## config.mk

```make
export PLATFORM = sky130hd
export DESIGN_NAME = uart_tx_port
export DESIGN_NICKNAME = d
export VERILOG_FILES = /design/src/rtl/soc_pkg.sv /design/src/rtl/fifo_sync.sv /design/src/rtl/uart_tx_port.sv
export SDC_FILE = /design/constraint.sdc
export NUM_CORES = 1
export LEC_CHECK = 0
export CAP_MARGIN = 10
export CELL_PAD_IN_SITES_DETAIL_PLACEMENT = 1
export CELL_PAD_IN_SITES_GLOBAL_PLACEMENT = 1
export CORE_MARGIN = 8
export CORE_UTILIZATION = 36
export CTS_CLUSTER_DIAMETER = 40
export DETAILED_ROUTE_END_ITERATION = 6
export MAX_ROUTING_LAYER = met4
export PLACE_DENSITY_LB_ADDON = 0.1
export SYNTH_ARGS = -nofsm -noshare
export SYNTH_HDL_FRONTEND = slang
export SYNTH_SLANG_ARGS = --single-unit
```

## constraint.sdc

```tcl
create_clock -name clk -period 3.6 [get_ports clk]
set_input_delay 0.72 -clock clk [delete_from_list [all_inputs] [get_ports clk]]
set_output_delay 0.72 -clock clk [all_outputs]
set_load 0.05 [all_outputs]
```

## src/rtl/soc_pkg.sv

```systemverilog
// Shared SoC types and constants for the memory-mapped UART transmitter.
// Register map offsets, STATUS/CTRL bit positions and the TX FSM state type.
// Constants only; no timing or flow control of its own.
package soc_pkg;

  typedef enum logic [1:0] {
    UtxIdle,
    UtxStart,
    UtxData,
    UtxStop
  } UartTxState;

  localparam logic [1:0] UART_REG_DATA    = 2'd0;
  localparam logic [1:0] UART_REG_STATUS  = 2'd1;
  localparam logic [1:0] UART_REG_DIVISOR = 2'd2;
  localparam logic [1:0] UART_REG_CTRL    = 2'd3;

  localparam int UART_STAT_FULL      = 0;
  localparam int UART_STAT_EMPTY     = 1;
  localparam int UART_STAT_IDLE      = 2;
  localparam int UART_STAT_OVF       = 3;
  localparam int UART_STAT_HOLD      = 4;
  localparam int UART_STAT_COUNT_LSB = 8;

  localparam int UART_CTRL_IRQ_EN  = 0;
  localparam int UART_CTRL_OVF_CLR = 1;

  // A programmed divisor of 0 would never end a bit, so it runs as 1.
  function automatic logic [15:0] uart_eff_div(input logic [15:0] div);
    return (div == 16'd0) ? 16'd1 : div;
  endfunction

endpackage

```

## src/rtl/fifo_sync.sv

```systemverilog
// Synchronous FIFO with combinational head read and wrap-bit full/empty decode.
// Latency: a push is visible at the head one clock later.
// Backpressure: push is accepted when not full, or when a pop happens on the same edge.
module fifo_sync #(
  parameter int WIDTH = 8,
  parameter int DEPTH = 8
) (
  input  logic                   clk,
  input  logic                   rst,
  input  logic                   push,
  input  logic [WIDTH-1:0]       push_dat,
  input  logic                   pop,
  output logic [WIDTH-1:0]       head_dat,
  output logic                   full,
  output logic                   empty,
  output logic [$clog2(DEPTH):0] count
);

  localparam int AW = $clog2(DEPTH);

  logic [AW:0]      wptr_q, wptr_d;
  logic [AW:0]      rptr_q, rptr_d;
  logic [WIDTH-1:0] mem_q [DEPTH];
  logic             push_ok;
  logic             pop_ok;

  assign empty    = (wptr_q == rptr_q);
  assign full     = (wptr_q[AW] != rptr_q[AW]) && (wptr_q[AW-1:0] == rptr_q[AW-1:0]);
  assign count    = wptr_q - rptr_q;
  assign head_dat = mem_q[rptr_q[AW-1:0]];
  assign pop_ok   = pop & ~empty;
  assign push_ok  = push & (~full | pop_ok);

  always_comb begin
    wptr_d = wptr_q + {{AW{1'b0}}, push_ok};
    rptr_d = rptr_q + {{AW{1'b0}}, pop_ok};
  end

  always_ff @(posedge clk or posedge rst) begin
    if (rst) begin
      wptr_q <= '0;
      rptr_q <= '0;
    end else begin
      wptr_q <= wptr_d;
      rptr_q <= rptr_d;
    end
  end

  always_ff @(posedge clk) begin
    if (push_ok) begin
      mem_q[wptr_q[AW-1:0]] <= push_dat;
    end
  end

endmodule

```

## src/rtl/uart_tx_port.sv

```systemverilog
// Memory-mapped 8N1 UART transmitter: CPU bytes go through a FIFO to a serialiser on tx.
// Latency: reads return one clock after the strobe; a byte written idle starts its frame one clock later.
// Backpressure: a write to a full FIFO parks in a holding register and raises mem_wbusy until it drains.
module uart_tx_port
  import soc_pkg::*;
#(
  parameter int FIFO_DEPTH      = 8,
  parameter int DEFAULT_DIVISOR = 87
) (
  input  logic        clk,
  input  logic        reset,
  input  logic        sel,
  input  logic [1:0]  reg_addr,
  input  logic [31:0] mem_wdata,
  input  logic [3:0]  mem_wmask,
  input  logic        mem_rstrb,
  output logic [31:0] mem_rdata,
  output logic        mem_wbusy,
  output logic        mem_rbusy,
  output logic        tx,
  output logic        irq
);

  localparam int CW = $clog2(FIFO_DEPTH) + 1;

  UartTxState  state_q, state_d;
  logic [15:0] div_q, div_d;
  logic [15:0] bit_div_q, bit_div_d;
  logic [15:0] timer_q, timer_d;
  logic [7:0]  shreg_q, shreg_d;
  logic [2:0]  bit_cnt_q, bit_cnt_d;
  logic        tx_q, tx_d;
  logic [7:0]  hold_dat_q, hold_dat_d;
  logic        hold_vld_q, hold_vld_d;
  logic        ovf_q, ovf_d;
  logic        irq_en_q, irq_en_d;
  logic [31:0] rdata_q, rdata_d;

  logic          fifo_push, fifo_pop, fifo_full, fifo_empty;
  logic [7:0]    fifo_push_dat, fifo_head_dat;
  logic [CW-1:0] fifo_count;

  logic        wr_any, wr_data, wr_div, wr_ctrl, rd_en;
  logic        bit_end;
  logic [15:0] eff_div;
  logic [31:0] status;
  logic        unused_wdata;

  assign wr_any  = sel & (|mem_wmask);
  assign wr_data = wr_any & (reg_addr == UART_REG_DATA);
  assign wr_div  = wr_any & (reg_addr == UART_REG_DIVISOR);
  assign wr_ctrl = wr_any & (reg_addr == UART_REG_CTRL);
  assign rd_en   = sel & mem_rstrb;

  assign bit_end = (timer_q == 16'd0);
  assign eff_div = uart_eff_div(div_q);
  assign fifo_pop = ~fifo_empty &
                    ((state_q == UtxIdle) || ((state_q == UtxStop) && bit_end));

  assign unused_wdata = ^mem_wdata[31:16];

  fifo_sync #(
    .WIDTH(8),
    .DEPTH(FIFO_DEPTH)
  ) u_fifo (
    .clk     (clk),
    .rst     (reset),
    .push    (fifo_push),
    .push_dat(fifo_push_dat),
    .pop     (fifo_pop),
    .head_dat(fifo_head_dat),
    .full    (fifo_full),
    .empty   (fifo_empty),
    .count   (fifo_count)
  );

  // The held byte waits for real room; it never rides along with a pop edge.
  always_comb begin
    hold_vld_d    = hold_vld_q;
    hold_dat_d    = hold_dat_q;
    ovf_d         = ovf_q;
    fifo_push     = 1'b0;
    fifo_push_dat = mem_wdata[7:0];
    if (wr_ctrl && mem_wdata[UART_CTRL_OVF_CLR]) begin
      ovf_d = 1'b0;
    end
    if (hold_vld_q) begin
      fifo_push_dat = hold_dat_q;
      if (!fifo_full) begin
        fifo_push  = 1'b1;
        hold_vld_d = 1'b0;
      end
      if (wr_data) begin
        ovf_d = 1'b1;
      end
    end else if (wr_data) begin
      if (!fifo_full || fifo_pop) begin
        fifo_push = 1'b1;
      end else begin
        hold_vld_d = 1'b1;
        hold_dat_d = mem_wdata[7:0];
      end
    end
  end

  always_comb begin
    status                                 = '0;
    status[UART_STAT_FULL]                 = fifo_full;
    status[UART_STAT_EMPTY]                = fifo_empty;
    status[UART_STAT_IDLE]                 = (state_q == UtxIdle);
    status[UART_STAT_OVF]                  = ovf_q;
    status[UART_STAT_HOLD]                 = hold_vld_q;
    status[UART_STAT_COUNT_LSB +: 8]       = 8'(fifo_count);
  end

  always_comb begin
    div_d    = div_q;
    irq_en_d = irq_en_q;
    rdata_d  = rdata_q;
    if (wr_div) begin
      div_d = mem_wdata[15:0];
    end
    if (wr_ctrl) begin
      irq_en_d = mem_wdata[UART_CTRL_IRQ_EN];
    end
    if (rd_en) begin
      case (reg_addr)
        UART_REG_STATUS:  rdata_d = status;
        UART_REG_DIVISOR: rdata_d = {16'd0, div_q};
        UART_REG_CTRL:    rdata_d = {31'd0, irq_en_q};
        default:          rdata_d = 32'd0;
      endcase
    end
  end

  // Bit timer counts D-1 down to 0; every state transition happens on its zero.
  always_comb begin
    state_d   = state_q;
    timer_d   = timer_q;
    bit_div_d = bit_div_q;
    shreg_d   = shreg_q;
    bit_cnt_d = bit_cnt_q;
    tx_d      = tx_q;
    if ((state_q != UtxIdle) && !bit_end) begin
      timer_d = timer_q - 16'd1;
    end
    case (state_q)
      UtxIdle: begin
        tx_d = 1'b1;
        if (!fifo_empty) begin
          state_d   = UtxStart;
          shreg_d   = fifo_head_dat;
          bit_div_d = eff_div;
          timer_d   = eff_div - 16'd1;
          tx_d      = 1'b0;
        end
      end
      UtxStart: begin
        if (bit_end) begin
          state_d   = UtxData;
          tx_d      = shreg_q[0];
          timer_d   = bit_div_q - 16'd1;
          bit_cnt_d = 3'd0;
        end
      end
      UtxData: begin
        if (bit_end) begin
          timer_d = bit_div_q - 16'd1;
          if (bit_cnt_q == 3'd7) begin
            state_d = UtxStop;
            tx_d    = 1'b1;
          end else begin
            shreg_d   = {1'b0, shreg_q[7:1]};
            tx_d      = shreg_q[1];
            bit_cnt_d = bit_cnt_q + 3'd1;
          end
        end
      end
      UtxStop: begin
        if (bit_end) begin
          if (!fifo_empty) begin
            state_d   = UtxStart;
            shreg_d   = fifo_head_dat;
            bit_div_d = eff_div;
            timer_d   = eff_div - 16'd1;
            tx_d      = 1'b0;
          end else begin
            state_d = UtxIdle;
          end
        end
      end
      default: begin
        state_d = UtxIdle;
        tx_d    = 1'b1;
      end
    endcase
  end

  always_ff @(posedge clk or posedge reset) begin
    if (reset) begin
      state_q    <= UtxIdle;
      div_q      <= 16'(DEFAULT_DIVISOR);
      bit_div_q  <= 16'(DEFAULT_DIVISOR);
      timer_q    <= 16'd0;
      shreg_q    <= 8'd0;
      bit_cnt_q  <= 3'd0;
      tx_q       <= 1'b1;
      hold_dat_q <= 8'd0;
      hold_vld_q <= 1'b0;
      ovf_q      <= 1'b0;
      irq_en_q   <= 1'b0;
      rdata_q    <= 32'd0;
    end else begin
      state_q    <= state_d;
      div_q      <= div_d;
      bit_div_q  <= bit_div_d;
      timer_q    <= timer_d;
      shreg_q    <= shreg_d;
      bit_cnt_q  <= bit_cnt_d;
      tx_q       <= tx_d;
      hold_dat_q <= hold_dat_d;
      hold_vld_q <= hold_vld_d;
      ovf_q      <= ovf_d;
      irq_en_q   <= irq_en_d;
      rdata_q    <= rdata_d;
    end
  end

  assign mem_rdata = rdata_q;
  assign mem_wbusy = hold_vld_q;
  assign mem_rbusy = 1'b0;
  assign tx        = tx_q;
  assign irq       = irq_en_q & fifo_empty & (state_q == UtxIdle) & ~hold_vld_q;

endmodule

```

==> run metrics <==
GRT Resource Usage Total=0.161; Worst path depth=6; Root Driver=clkbuf_16; largest net degree at the start of global routing=53; RSZ-0062 raised after global routing=no; I/O Pins=between 70 and 80; total number of vias=approximately 5600; Slew @ Worst Pin=0.793 ns; reg2reg end=u_fifo.mem_q[0][6]; clock-pin transition on the worst setup and hold timing paths=0.07 ns; Worst EP required=2.88 ns; Worst setup SP type=register; H-Tree Depth=4; Yosys top cell area share=0.264; crit-path leading delay family=simple AND/OR/NAND/NOR gates; DRC viols=0; #FFs+latches synth=around 160; ANT cells=0; Post-Syn Area per Cell=about 12 um^2; Detail Route Antenna Nets=0; VDD IR max=approximately 0.43 mV; Worst Path Max Fanout=10; crit path capture=irq; fin nets=800; Final period util=0.913; Critical-path top delay cell=dfrtp_1; 1st-iter DRT viols=between 200 and 250; # hold bufs at CTS=0; Critical R2R Launch=timer_q[0]; outcome=completed; synth cell count leaders=dfrtp_1, edfxtp_1, nand2_1; Sink Count=roughly 160; CORE AREA=0.0224 mm^2; drt via density=roughly 5.4; Resized cells post-CTS=0; Port-buffer cells=44; Final Non-Filler Cells=1039; die area=approximately 0.028 mm^2; CP startpoint=u_fifo.rptr_q[2]; maxcap violations=0; WP buf/inv=2; Synthesis Warnings=0; Post-synth ARST share=0.602; CP Class=reg -> out; worst-case reg-to-reg path depth=9; number of buffers created by CTS=17; gp weighted congestion=about 0.75; CP cell instances=clkinv_1 > ha_1 > and4_1 > nand2_1 > nor3b_2 > buf_12; highest clock rate=about 300 MHz; initial antenna violation count=0; number of flops mapped to enable cells by yosys=64; post-layout minimum cycle time=around 3.3 ns; wirelength, routed=21100 um; CTS tree=built; first-pass GRT wire length=~34000 um; most frequent cell after synthesis=dfrtp_1; Final Max Tran Viols=0; largest cells by area after synthesis=dfrtp_1, edfxtp_1, mux2_2, mux4_2, dfstp_2; Placed Cells=1007; grt total ovfl=0; Initial Utilization=0.363; setup bufs post-CTS=0; HPWL after DPL=between 15000 and 20000 um; Fin Setup TNS=0 ns; power per standard cell area=about 840 mW/mm^2; Hold Vio Cnt, Final=0; Synth Flop Type=dfrtp_1; clock latency on the worst-skew pair=approximately 0.44 ns; area of the mapped netlist=between 0.008 and 0.009 mm^2; clock tree buffer depth=2; area leader, netlist=dfrtp_1; FP Rows=between 50 and 60; Slowest Stage Delay on Critical Path=around 0.55 ns; wire length per cell=20.3 um; Mapped Cells=about 680; HP Class=reg -> reg; Die Wd=roughly 170 um; Die Y=between 150 and 200 um; DRT Pass-1 Iters=4; CP arrival=about 2.6 ns; setup violators final=0; Layout area overhead=18.5%; layout cell share with drive strength beyond 1=0.210; Synth cell types=70; vias in the first global route=around 6100; sequential element share of the synthesized area=0.536; Pleak=0.00370 uW; R2R Setup Slk=around 0.57 ns; Worst Clk Skew=about 0.015 ns; kind of end point of the critical path=output port; Relative slew margins=0.468
power breakdown:
| group | switching, uW | total, uW | internal [uW] |
|---|---|---|---|
| clock network | 928 | 1900 | 972 |
| registers | 461 | 2820 | 2360 |
| logic | 1930 | 3410 | 1470 |
layout make-up:
type                       count  area, um^2
clock buffer                  17         425
clock inverter                15         211
fill                        2417       12800
inverter                      16        62.6
multi-input combinational    469        3520
sequential                   161        4360
tap                          285         357
timing repair buffer          76         703
how the worst min path moves through the flow:
| stage | start | endpoint | slack (ns) | cells after the start |
|---|---|---|---|---|
| global placement | mem_rdata[0] | mem_rdata[0] | 0.47 | 2 |
| CTS | u_fifo.rptr_q[3] | u_fifo.rptr_q[3] | 0.50 | 1 |
| floorplan | u_fifo.wptr_q[3] | u_fifo.wptr_q[3] | 0.47 | 1 |
| global route | u_fifo.wptr_q[3] | u_fifo.wptr_q[3] | 0.52 | 1 |
| detailed placement | mem_rdata[0] | mem_rdata[0] | 0.48 | 2 |
| finish | u_fifo.wptr_q[3] | u_fifo.wptr_q[3] | 0.50 | 1 |
per-stage QoR:
stage          total power, uW  worst slack, ns  instance area [um^2]  utilization  hold WS (ns)
4_1_cts                   8210            0.259                  9640        0.430         0.502
6_report                  8130            0.315                  9640        0.430         0.496
3_3_place_gp              6170            0.288                  9010        0.402         0.474
5_1_grt                   8660            0.146                  9640        0.430         0.520
2_1_floorplan             5220            0.364                  8200            -         0.466
3_5_place_dp              6280            0.294                  9010        0.402         0.478
cell families after synthesis:
group	count (synthesis)	synth area share
simple gates	194	0.125
flops	161	0.536
compound gates	133	0.110
mux	70	0.121
buf+inv	64	0.0391
xor+xnor	38	0.0409
fa+ha+maj	17	0.0271
other cells	1	0.000461
worst reg2reg max path, stage by stage (launching register included):
cell	delay, ns
dfrtp_1	0.43
inv_1	0.08
ha_1	0.19
or3b_4	0.44
nor4_4	0.38
a31oi_2	0.26
o21ai_0	0.25
o21ai_0	0.25
nor4_1	0.24
buf_4	0.23
routing by layer:
layer / vias up / GRT usage / wire length (um)
met2: 94 / 0.259 / 10100
li1: 2628 / - / -
met5: - / - / 0
met4: 0 / 0.0470 / 299
met1: 2830 / 0.209 / 10200
met3: 19 / 0.0254 / 565
layout by cell type (no fill, tap or decap), types with 9 or more instances in the layout:
master            n
inv_1            14
clkdlybuf4s50_1  43
conb_1           17
xnor2_1          28
clkbuf_16        17
edfxtp_1         64
o21ai_0          35
a21oi_1          31
nand2_1          59
nor3_1           23
mux2_2           44
nor2_1           44
ha_1             16
a22o_1           10
nor4_1           10
dfrtp_1          86
mux4_2           16
dfstp_2          11
nand3_1          15
xor2_1           10
a221o_1           9
buf_4            31
sequential cells by signal, summed over array words and instances (netlist names), 2 cells and up:
register       flops
bit_cnt_q          3
bit_div_q         16
div_q             16
hold_dat_q         8
mem_rdata         16
shreg_q            8
state_q            2
timer_q           16
u_fifo.mem_q      64
u_fifo.rptr_q      4
u_fifo.wptr_q      4
(Power assumes the default switching activity.)
